--- src/rtl/la_arb_pkg.sv ---
// Shared state encodings and source tags for the AXIS egress arbiter.
package la_arb_pkg;

   typedef enum logic [1:0] {
      ST_IDLE   = 2'd0,
      ST_GNT_UP = 2'd1,
      ST_GNT_LA = 2'd2
   } arb_state_t;

   localparam logic TID_UP = 1'b0;
   localparam logic TID_LA = 1'b1;

endpackage

--- src/rtl/la_arb_decide.sv ---
// Combinational grant decision: LA high priority first, then round-robin
// against the last granted source, then whichever single source is valid.
module la_arb_decide
   import la_arb_pkg::*;
(
   input  logic enable,
   input  logic up_valid,
   input  logic la_valid,
   input  logic la_hpri,
   input  logic last_gnt,
   output logic gnt_valid,
   output logic gnt_src,
   output logic hpri_win
);

   // Pick the next grant; nothing is granted while disabled.
   always_comb begin
      gnt_valid = 1'b0;
      gnt_src   = TID_UP;
      hpri_win  = 1'b0;
      if (enable) begin
         if (la_hpri && la_valid) begin
            gnt_valid = 1'b1;
            gnt_src   = TID_LA;
            hpri_win  = 1'b1;
         end else if (up_valid && la_valid) begin
            gnt_valid = 1'b1;
            gnt_src   = (last_gnt == TID_UP) ? TID_LA : TID_UP;
         end else if (up_valid) begin
            gnt_valid = 1'b1;
            gnt_src   = TID_UP;
         end else if (la_valid) begin
            gnt_valid = 1'b1;
            gnt_src   = TID_LA;
         end
      end
   end

endmodule

--- src/rtl/la_axis_egress_arb.sv ---
// Packet-level arbiter sharing one AXIS egress port between the user project
// (UP) stream and the logic-analyzer (LA) trace stream.
module la_axis_egress_arb
   import la_arb_pkg::*;
#(
   parameter int pDATA_WIDTH = 32,
   parameter int pLA_IDLE_TO = 16,
   parameter int pCNT_WIDTH  = 16
) (
   input  logic                     axis_clk,
   input  logic                     axis_rst_n,
   input  logic [pDATA_WIDTH-1:0]   up_tdata,
   input  logic [pDATA_WIDTH/8-1:0] up_tstrb,
   input  logic [pDATA_WIDTH/8-1:0] up_tkeep,
   input  logic                     up_tlast,
   input  logic                     up_tvalid,
   input  logic [1:0]               up_tuser,
   output logic                     up_tready,
   input  logic [pDATA_WIDTH-1:0]   la_tdata,
   input  logic [pDATA_WIDTH/8-1:0] la_tstrb,
   input  logic [pDATA_WIDTH/8-1:0] la_tkeep,
   input  logic                     la_tlast,
   input  logic                     la_tvalid,
   input  logic [1:0]               la_tuser,
   output logic                     la_tready,
   input  logic                     la_hpri_req,
   output logic [pDATA_WIDTH-1:0]   m_tdata,
   output logic [pDATA_WIDTH/8-1:0] m_tstrb,
   output logic [pDATA_WIDTH/8-1:0] m_tkeep,
   output logic                     m_tlast,
   output logic                     m_tvalid,
   output logic [1:0]               m_tuser,
   output logic                     m_tid,
   input  logic                     m_tready,
   input  logic                     arb_enable,
   output logic                     la_idle_rel,
   output logic [pCNT_WIDTH-1:0]    hpri_gnt_cnt
);

   localparam int IDLE_W = (pLA_IDLE_TO > 1) ? $clog2(pLA_IDLE_TO) : 1;
   localparam logic [IDLE_W-1:0] IDLE_LAST = IDLE_W'(pLA_IDLE_TO - 1);

   arb_state_t        state, state_nxt;
   logic              last_gnt;
   logic [IDLE_W-1:0] idle_cnt;
   logic              eop, idle_rel, reeval, load;
   logic              gnt_valid, gnt_src, hpri_win;

   la_arb_decide u_decide (
      .enable    (arb_enable),
      .up_valid  (up_tvalid),
      .la_valid  (la_tvalid),
      .la_hpri   (la_hpri_req),
      .last_gnt  (last_gnt),
      .gnt_valid (gnt_valid),
      .gnt_src   (gnt_src),
      .hpri_win  (hpri_win)
   );

   // Release points (end of packet, LA idle timeout) re-run the decision in
   // the same cycle so back-to-back packets see no bubble.
   always_comb begin
      eop       = 1'b0;
      idle_rel  = 1'b0;
      state_nxt = state;
      case (state)
         ST_GNT_UP: eop = up_tvalid && up_tlast && m_tready;
         ST_GNT_LA: begin
            eop      = la_tvalid && la_tlast && m_tready;
            idle_rel = !la_tvalid && (idle_cnt == IDLE_LAST);
         end
         default: ;
      endcase
      reeval = (state == ST_IDLE) || eop || idle_rel;
      load   = reeval && gnt_valid;
      if (reeval) begin
         if (!gnt_valid)
            state_nxt = ST_IDLE;
         else if (gnt_src == TID_LA)
            state_nxt = ST_GNT_LA;
         else
            state_nxt = ST_GNT_UP;
      end
   end

   // State, last grant, LA idle counter and saturating hpri statistic.
   always_ff @(posedge axis_clk or negedge axis_rst_n) begin
      if (!axis_rst_n) begin
         state        <= ST_IDLE;
         last_gnt     <= TID_LA;
         idle_cnt     <= '0;
         hpri_gnt_cnt <= '0;
      end else begin
         state <= state_nxt;
         if (load)
            last_gnt <= gnt_src;
         if (load && hpri_win && (hpri_gnt_cnt != '1))
            hpri_gnt_cnt <= hpri_gnt_cnt + 1'b1;
         if (state != ST_GNT_LA || la_tvalid || idle_rel)
            idle_cnt <= '0;
         else
            idle_cnt <= idle_cnt + 1'b1;
      end
   end

   // Egress data mux and ready steering driven by the current grant.
   always_comb begin
      m_tdata     = '0;
      m_tstrb     = '0;
      m_tkeep     = '0;
      m_tlast     = 1'b0;
      m_tvalid    = 1'b0;
      m_tuser     = '0;
      m_tid       = TID_UP;
      up_tready   = 1'b0;
      la_tready   = 1'b0;
      la_idle_rel = idle_rel;
      case (state)
         ST_GNT_UP: begin
            m_tdata   = up_tdata;
            m_tstrb   = up_tstrb;
            m_tkeep   = up_tkeep;
            m_tlast   = up_tlast;
            m_tvalid  = up_tvalid;
            m_tuser   = up_tuser;
            m_tid     = TID_UP;
            up_tready = m_tready;
         end
         ST_GNT_LA: begin
            m_tdata   = la_tdata;
            m_tstrb   = la_tstrb;
            m_tkeep   = la_tkeep;
            m_tlast   = la_tlast;
            m_tvalid  = la_tvalid;
            m_tuser   = la_tuser;
            m_tid     = TID_LA;
            la_tready = m_tready;
         end
         default: ;
      endcase
   end

endmodule

--- config.mk ---
export PLATFORM = sky130hd
export DESIGN_NAME = la_axis_egress_arb
export DESIGN_NICKNAME = d
export VERILOG_FILES = /design/src/rtl/la_arb_pkg.sv /design/src/rtl/la_arb_decide.sv /design/src/rtl/la_axis_egress_arb.sv
export SDC_FILE = /design/constraint.sdc
export NUM_CORES = 1
export LEC_CHECK = 0
export CAP_MARGIN = 20
export CORE_ASPECT_RATIO = 1.1
export CORE_MARGIN = 5
export CORE_UTILIZATION = 36
export DETAILED_ROUTE_END_ITERATION = 7
export GPL_ROUTABILITY_DRIVEN = 0
export HOLD_SLACK_MARGIN = 0.06
export PLACE_DENSITY_LB_ADDON = 0.05
export RECOVER_POWER = 100
export REMOVE_ABC_BUFFERS = 1
export SYNTH_ARGS = -nofsm -noshare
export SYNTH_HDL_FRONTEND = slang
export SYNTH_SLANG_ARGS = --single-unit
export TNS_END_PERCENT = 30
--- constraint.sdc ---
create_clock -name axis_clk -period 5.4 [get_ports axis_clk]
set_input_delay 0.81 -clock axis_clk [delete_from_list [all_inputs] [get_ports axis_clk]]
set_output_delay 0.81 -clock axis_clk [all_outputs]
set_load 0.005 [all_outputs]
==> results.toml, run 1 <==
[clocking]
htree_levels = 1
cts_tree = "done"
clock_latency_ps = 260
cts_hold_buf = 0
cts_buffers = 3
clk_path_buf_depth = 2
clkTransAtPathRegs_ps = 80
cts_resized = 0
numClockSinks = 23
clockRootBuffer = "clkbuf_8"
postCtsSetupBuffers = 0

[floorplanning]
start_util = 0.376
die_w_um = 79.6
fp-row-count = 27
core_area_mm2 = 0.00510
io_pins = 157
fp.dieH_um = 86.6
die-area_mm2 = 0.00689

[drt]
firstDrtPassIters = 4
drc_errors = 0
drt-total-wl_um = 7840
drtIter0Drc = 110
wl_met2_um = 3850
wl_met1_um = 3200
highest_layer = "met4"
dr_wl_met3_um = 736
postRouteAntennaNets = 0
vias_per_cell = 5.13
vias = 2285
routedWlPerCell_um = 17.6

[final_layout]
syn_to_final_growth_pct = 83.6
final_common_cell = "clkdlybuf4s50_1"
n_fill_cell = 439
multi_input_comb_area_mm2 = 0.00122
final_nets = 473
diodes = 0
drive_gt1_frac = 0.0214
final-seq-area_um2 = 577
layout_common_cells = "clkdlybuf4s50_1 (92), dlygate4sd3_1 (64), a22oi_1 (44), nor2b_1 (44), dfrtp_1 (22)"

[logic_synthesis]
synth_area_per_cell_um2 = 8.53
mappedNetlistArea_mm2 = 0.00192
synth_cell_types = 34
ys_ff_latch = 23
netlist_instances = 225
ys_warn_count = 0
ys_seq_area_frac = 0.301

[sta]
slew_violations = 46
max_freq_mhz = 242
layout_min_cycle_time_ps = 4140
period_share = 0.766
finClkSkew_ps = 6.86
finalHoldViolations = 0
worst_hold_slack_ps = 482
relSlewSlack = -0.308
setup_tns_ps = 0
rsz0062_at_grt = "no"
setup_viol = 0
tightest_slew_ps = 1960

[global_route]
grt_usage = 0.212
grt-ovfl-total = 0
grt_pass1_wl_um = 11600
antenna_found_initial = 0
grt_start_max_net_pins = 46
grt_pass1_vias = 2120

[min_path]
hold_end = "idle_cnt[0]"
min_from = "idle_cnt[0]"
worstHoldPathCells = 1
hold_class = "reg -> reg"

[setup_path]
max_stage_delay_ps = 1400
crit_type = "reg -> out"
crit_arrival_ps = 3330
cp-start-kind = "flip-flop"
r2r-start = "state[0]"
crit_required_ps = 4590
worstSetupEndpointType = "output port"
cp_max_fo = 45
critPathSlowestCell = "clkbuf_1"
rr_worst_depth = 7
worstReg2RegEnd = "hpri_gnt_cnt[1]"
r2r_slack_ps = 2080
cp_cell_sequence = "inv_1 > ha_1 > clkbuf_1 > a22oi_1 > nor2b_1 > dlygate4sd3_1"

[flow_run]
max_cap_violations = 1

[power]
pwr_density_cell_mw_per_mm2 = 322
vdd_ir_drop_max_mv = 0.243
power_leakage_uw = 0.00153
power_uw = 1130

[placed_design]
port-buffer-count = 156
post-dp-hpwl_um = 6330

[outcome]
status = "complete, but fails checks"
failed_checks = "max-capacitance violations, max-slew violations"
==> cell usage after synthesis <==
| cell | count | area share |
|---|---|---|
| dfrtp_1 | 22 | 0.29 |
| nand3b_1 | 1 | 0.0039 |
| a31oi_1 | 2 | 0.0065 |
| nor4_2 | 1 | 0.0065 |
| a22oi_1 | 44 | 0.17 |
| buf_2 | 1 | 0.0026 |
| and2_1 | 2 | 0.0065 |
| nand2_1 | 13 | 0.025 |
| nand2b_1 | 2 | 0.0065 |
| xor2_1 | 14 | 0.064 |
| nand3_1 | 9 | 0.023 |
| buf_6 | 1 | 0.0059 |
| inv_1 | 6 | 0.012 |
| o211ai_1 | 1 | 0.0039 |
| nor4_1 | 2 | 0.0065 |
| o21ai_0 | 2 | 0.0052 |
| ha_1 | 6 | 0.039 |
| nor3_2 | 5 | 0.026 |
| nor2_1 | 12 | 0.023 |
| a21oi_2 | 1 | 0.0046 |
| nor2b_1 | 44 | 0.14 |
| dfstp_2 | 1 | 0.014 |
| nor3_1 | 3 | 0.0078 |
| o211ai_4 | 1 | 0.011 |
| or3_1 | 2 | 0.0065 |
| a311o_1 | 1 | 0.0052 |
| mux2_1 | 1 | 0.0059 |
| xnor2_1 | 2 | 0.0091 |
| clkbuf_1 | 13 | 0.025 |
| and4_1 | 3 | 0.014 |
| mux2_2 | 1 | 0.0059 |
| nand4_1 | 2 | 0.0065 |
| and3_1 | 3 | 0.0098 |
| mux2i_1 | 1 | 0.0052 |
==> per-stage QoR <==
step	instance area (um2)	cells	util	setup slack, ps
4_1_cts	3570	444	0.699	1850
6_report	3520	445	0.691	1260
2_1_floorplan	1850	210	-	2810
3_5_place_dp	3520	440	0.690	2150
3_3_place_gp	3520	440	0.690	2160
5_1_grt	3520	445	0.691	1050
==> cell type report <==
type	count	share of cell area
repair buffers	159	0.446
multi-input cells	181	0.345
flip-flops and latches	23	0.164
well taps	72	0.0256
clock buffers	3	0.0117
inverters	6	0.00639
clock inverters	1	0.00142
==> cells by family (layout without fill, tap and decap cells) <==
kind of cell,Yosys count,after routing,synth area share
AND/OR/NAND/NOR,104,104,0.316
AO/OA/AOI/OAI,52,52,0.209
flip-flops,23,23,0.301
buffers and inverters,21,169,0.0456
XOR/XNOR,16,16,0.0730
adder cells (fa/ha/maj),6,6,0.0391
multiplexers,3,3,0.0169
==> report_power, final <==
part | total (uW) | internal [uW] | switching (uW)
combinational | 798 | 441 | 358
clock | 102 | 51.3 | 51.2
sequential | 233 | 202 | 31.5
total | 1130 | 694 | 440
==> state kept, by name, indices dropped and copies added, names as in the netlist <==
register and flops:
state 2, hpri_gnt_cnt 16, last_gnt 1, idle_cnt 4
==> worst max-delay path: cells and delay by family (launching register included) <==
| kind | cells | cell delay (ps) |
|---|---|---|
| compound gates | 1 | 190 |
| flops | 1 | 400 |
| buf+inv | 3 | 2140 |
| simple gates | 1 | 170 |
| fa+ha+maj | 1 | 140 |
==> per-layer routing <==
layer / GRT usage / vias to the layer above
met1: 0.261 / 1084
met2: 0.368 / 92
met5: 0 / -
met3: 0.0655 / 8
li1: - / 1101
met4: 0.0344 / 0
==> how the worst max path moves through the flow <==
stage	from	endpoint	slack, ps	cells after the start
final	state[1]	m_tdata[29]	1260	6
after global routing	state[1]	m_tlast	1050	6
after CTS	state[0]	m_tdata[13]	1850	6
after detailed placement	state[0]	m_tdata[13]	2150	6
after global placement	state[0]	m_tdata[8]	2160	6
after floorplan	state[0]	hpri_gnt_cnt[1]	2810	7
(Power assumes the default switching activity.)
==> run 2, diff against run 1 <==
--- a/config.mk
+++ b/config.mk
@@ -8,7 +8,7 @@
 export CAP_MARGIN = 20
 export CORE_ASPECT_RATIO = 1.1
 export CORE_MARGIN = 5
-export CORE_UTILIZATION = 36
+export CORE_UTILIZATION = 30
 export DETAILED_ROUTE_END_ITERATION = 7
 export GPL_ROUTABILITY_DRIVEN = 0
 export HOLD_SLACK_MARGIN = 0.06
==> constraint.sdc (replaced) <==
create_clock -name axis_clk -period 3.8 [get_ports axis_clk]
set_input_delay 0.57 -clock axis_clk [delete_from_list [all_inputs] [get_ports axis_clk]]
set_output_delay 0.57 -clock axis_clk [all_outputs]
set_load 0.005 [all_outputs]
==> results.toml, run 2 (same netlist as run 1, synthesis figures left out) <==
[setup_path]
critPathSlowestCell = "clkbuf_2"
crit_arrival_ps = 2580
cp-start-kind = "flip-flop"
r2r-start = "state[0]"
critPathTopFamily = "buffers and inverters"
crit_type = "reg -> out"
max_stage_delay_ps = 700
cp_cell_sequence = "inv_1 > ha_1 > clkbuf_2 > a22oi_1 > nor2b_1 > dlygate4sd3_1"
worstSetupEndpointType = "output port"
cp_max_fo = 45
rr_worst_depth = 8
crit_path_end = "m_tdata[7]"
critPathLaunch = "state[1]"
critPathBufInv = 3
crit_required_ps = 3230
cp.depth = 6
worstReg2RegEnd = "hpri_gnt_cnt[1]"
r2r_slack_ps = 840

[final_layout]
layout_common_cells = "clkdlybuf4s50_1 (91), dlygate4sd3_1 (65), a22oi_1 (44), nor2b_1 (44), dfrtp_1 (22)"
final-seq-area_um2 = 577
multi_input_comb_area_mm2 = 0.00121
n_fill_cell = 568
largest_register_ffs = 16
reg_top3 = "hpri_gnt_cnt x16, idle_cnt x4, state x2"
fin_util = 0.572
regMostFlops = "hpri_gnt_cnt"
syn_to_final_growth_pct = 84.6
drive_gt1_frac = 0.0241
design_area_mm2 = 0.00354
final_nets = 474
final_common_cell = "clkdlybuf4s50_1"

[clocking]
cts_hold_buf = 0
numClockSinks = 23
postCtsSetupBuffers = 0
cts_resized = 0
cts_buffers = 3
clockRootBuffer = "clkbuf_8"
htree_levels = 1
clk_path_buf_depth = 2
clock_latency_ps = 260
cts_tree = "done"
clkTransAtPathRegs_ps = 80

[placed_design]
dpl_cell_area_mm2 = 0.00354
post-dp-hpwl_um = 6270
port-buffer-count = 156

[sta]
finalHoldViolations = 0
finClkSkew_ps = 2.56
period_share = 0.830
layout_min_cycle_time_ps = 3150
relSlewSlack = 0.128
setup_viol = 0
tightest_slew_ps = 1300
slew_violations = 0
setup_tns_ps = 0
max_freq_mhz = 317
rsz0062_at_grt = "no"

[global_route]
antenna_found_initial = 1
grt-ovfl-total = 0
grt_pass1_wl_um = 11800
grt_start_max_net_pins = 46
grt_usage = 0.182
grt_pass1_vias = 2148

[power]
power_leakage_uw = 0.00154
pwr_density_cell_mw_per_mm2 = 456
vdd_ir_drop_max_mv = 0.284

[floorplanning]
core_area_mm2 = 0.00619
start_util = 0.310
io_pins = 157
die-area_mm2 = 0.00810
fp.dieH_um = 93.9
die_w_um = 86.3
fp-row-count = 30

[drt]
firstDrtPassIters = 4
vias = 2269
routedWlPerCell_um = 17.7
vias_per_cell = 4.99
drt-total-wl_um = 8040
drtIter0Drc = 90
postRouteAntennaNets = 0
drc_errors = 0

[flow_run]
max_cap_violations = 0

[min_path]
hold_class = "reg -> reg"

[outcome]
status = "finished clean"
## run 2: cell count changes in the layout (fill, tap and decap cells not counted), sizes merged
cell | previous run | this run
diode | 0 | 1
clkdlybuf4s50 | 92 | 91
buf | 0 | 2
dlygate4sd3 | 64 | 65
clkinv | 1 | 0
## run 2: report_power, final
part | switching (uW) | internal [uW] | leakage, uW
combinational | 514 | 619 | 0.00122
clock | 77.1 | 74.8 | 0.0000228
sequential | 42.6 | 287 | 0.000305
total | 634 | 981 | 0.00154
## run 2: area by class of cell
class | instances | area share
well taps | 80 | 0.0282
diodes | 1 | 0.000706
repair buffers | 160 | 0.447
inverters | 6 | 0.00636
multi-input cells | 181 | 0.342
clock buffers | 4 | 0.0127
flip-flops and latches | 23 | 0.163
## run 2: worst register-to-register path: stages, from the launching register on
cell and delay, ps:
dfrtp_1 400, inv_1 110, ha_1 150, buf_4 400, nand3b_1 180, a21oi_1 80
o211ai_1 1010, nor2_1 200, mux2_2 330
## run 2: how the worst min path moves through the flow
stage	start	endpoint	slack, ps	depth (start not counted)
after floorplan	axis_rst_n	hpri_gnt_cnt[0]	270	0
after global placement	idle_cnt[0]	idle_cnt[0]	450	1
after detailed placement	idle_cnt[0]	idle_cnt[0]	450	1
after CTS	idle_cnt[0]	idle_cnt[0]	460	1
after global routing	hpri_gnt_cnt[11]	hpri_gnt_cnt[11]	520	1
final	hpri_gnt_cnt[11]	hpri_gnt_cnt[11]	490	1
## run 2: through the flow
step	setup WS, ps	cells	total power [uW]	hold WS, ps
6_report	647	455	1610	492
5_1_grt	478	455	1740	521
4_1_cts	1010	453	1720	464
3_5_place_dp	1170	449	1560	452
3_3_place_gp	1190	449	1560	450
2_1_floorplan	1210	210	932	274
## run 2: layer usage
layer	track usage	routed length, um
met5	0	0
met4	0.0416	99
met3	0.0518	729
met2	0.323	4020
met1	0.214	3190
==> run 3, diff against run 2 <==
--- a/config.mk
+++ b/config.mk
@@ -8,7 +8,7 @@
 export CAP_MARGIN = 20
 export CORE_ASPECT_RATIO = 1.1
 export CORE_MARGIN = 5
-export CORE_UTILIZATION = 30
+export CORE_UTILIZATION = 33
 export DETAILED_ROUTE_END_ITERATION = 7
 export GPL_ROUTABILITY_DRIVEN = 0
 export HOLD_SLACK_MARGIN = 0.06
==> constraint.sdc (replaced) <==
create_clock -name axis_clk -period 3 [get_ports axis_clk]
set_input_delay 0.45 -clock axis_clk [delete_from_list [all_inputs] [get_ports axis_clk]]
set_output_delay 0.45 -clock axis_clk [all_outputs]
set_load 0.005 [all_outputs]
==> results.toml, run 3 (same netlist as run 1, synthesis figures left out) <==
[setup_path]
worstSetupEndpointType = "output port"
crit_path_end = "m_tuser[1]"
crit_required_ps = 2550
cp-start-kind = "flip-flop"
r2r_slack_ps = 520
crit_arrival_ps = 2270
r2r-start = "state[0]"
worstReg2RegEnd = "hpri_gnt_cnt[1]"
critPathLaunch = "state[1]"
crit_type = "reg -> out"
cp_max_fo = 45
rr_worst_depth = 8

[sta]
finClkSkew_ps = 3.01
worst_hold_slack_ps = 474
tightest_slew_ps = 1220
period_share = 0.905
max_freq_mhz = 368
setup_viol = 0
slew_violations = 0
layout_min_cycle_time_ps = 2720
finalHoldViolations = 0
relSlewSlack = 0.189
rsz0062_at_grt = "no"
setup_tns_ps = 0

[clocking]
clock_latency_ps = 260
htree_levels = 1
numClockSinks = 23
cts_buffers = 3
clk_path_buf_depth = 2
cts_hold_buf = 0
clockRootBuffer = "clkbuf_8"
cts_tree = "done"
postCtsSetupBuffers = 0
clkTransAtPathRegs_ps = 80
cts_resized = 0

[power]
power_leakage_uw = 0.00153
pwr_density_cell_mw_per_mm2 = 576
vdd_ir_drop_max_mv = 0.594

[global_route]
grt_pass1_vias = 2198
antenna_found_initial = 0
grt_usage = 0.200
grt-ovfl-total = 0
grt_pass1_wl_um = 11600
grt_start_max_net_pins = 46

[final_layout]
reg_top3 = "hpri_gnt_cnt x16, idle_cnt x4, state x2"
drive_gt1_frac = 0.0294
regMostFlops = "hpri_gnt_cnt"
diodes = 0
final_nets = 474
syn_to_final_growth_pct = 84.7
largest_register_ffs = 16
layout_common_cells = "clkdlybuf4s50_1 (96), dlygate4sd3_1 (60), a22oi_1 (44), nor2b_1 (44), dfrtp_1 (22)"
final_common_cell = "clkdlybuf4s50_1"

[drt]
vias = 2239
drt-total-wl_um = 7820
vias_per_cell = 4.96
drc_errors = 0
postRouteAntennaNets = 0
firstDrtPassIters = 4
drtIter0Drc = 149
routedWlPerCell_um = 17.3

[floorplanning]
io_pins = 157
die-area_mm2 = 0.00744
core_area_mm2 = 0.00570
die_w_um = 82.7
start_util = 0.337
fp.dieH_um = 90.0
fp-row-count = 29

[placed_design]
port-buffer-count = 156
post-dp-hpwl_um = 6290

[min_path]
hold_class = "reg -> reg"

[outcome]
status = "finished clean"

[flow_run]
max_cap_violations = 0
==> run 3: cell type report <==
cell class                      count  area, um2
Fill cell                         549       2150
Timing Repair Buffer              160       1590
Multi-Input combinational cell    181       1220
Sequential cell                    23        577
Tap cell                           77       96.3
Clock buffer                        3       41.3
Inverter                            6       22.5
Clock inverter                      1       5.00
==> run 3: worst max-delay path: stages (launching register included) <==
cell and delay, ps:
dfrtp_1 400, inv_1 110, ha_1 150, clkbuf_4 450, a22oi_1 130, nor2b_1 130
dlygate4sd3_1 600
==> run 3: stage by stage <==
stage | util | std cells | area [um2] | worst slack, ps | power, uW
2_1_floorplan | - | 210 | 1850 | 409 | 1180
3_3_place_gp | 0.622 | 447 | 3540 | 652 | 1970
3_5_place_dp | 0.622 | 447 | 3540 | 604 | 1980
4_1_cts | 0.630 | 451 | 3590 | 354 | 2180
5_1_grt | 0.622 | 451 | 3550 | 93.9 | 2230
6_report | 0.622 | 451 | 3550 | 285 | 2040
==> run 3: worst min-delay path by stage <==
stage	startpoint	end	slack, ps	cells past startpoint
floorplan	axis_rst_n	hpri_gnt_cnt[0]	150	0
global route	idle_cnt[0]	idle_cnt[0]	500	1
CTS	idle_cnt[0]	idle_cnt[0]	470	1
global placement	idle_cnt[0]	idle_cnt[0]	450	1
detailed placement	idle_cnt[0]	idle_cnt[0]	460	1
finish	idle_cnt[0]	idle_cnt[0]	470	1
==> run 3: where the power goes <==
group	switching [uW]	total [uW]	leakage [uW]	internal (uW)
combinational	645	1440	0.00120	795
clock	92.5	185	0.0000255	92.4
sequential	55.2	418	0.000305	363
total	793	2040	0.00153	1250
==> run 3: metal layers <==
layer	part of all wire	global-route usage
met5	0	0
met4	0.0036	0.0286
met3	0.097	0.0590
met2	0.51	0.362
met1	0.39	0.231
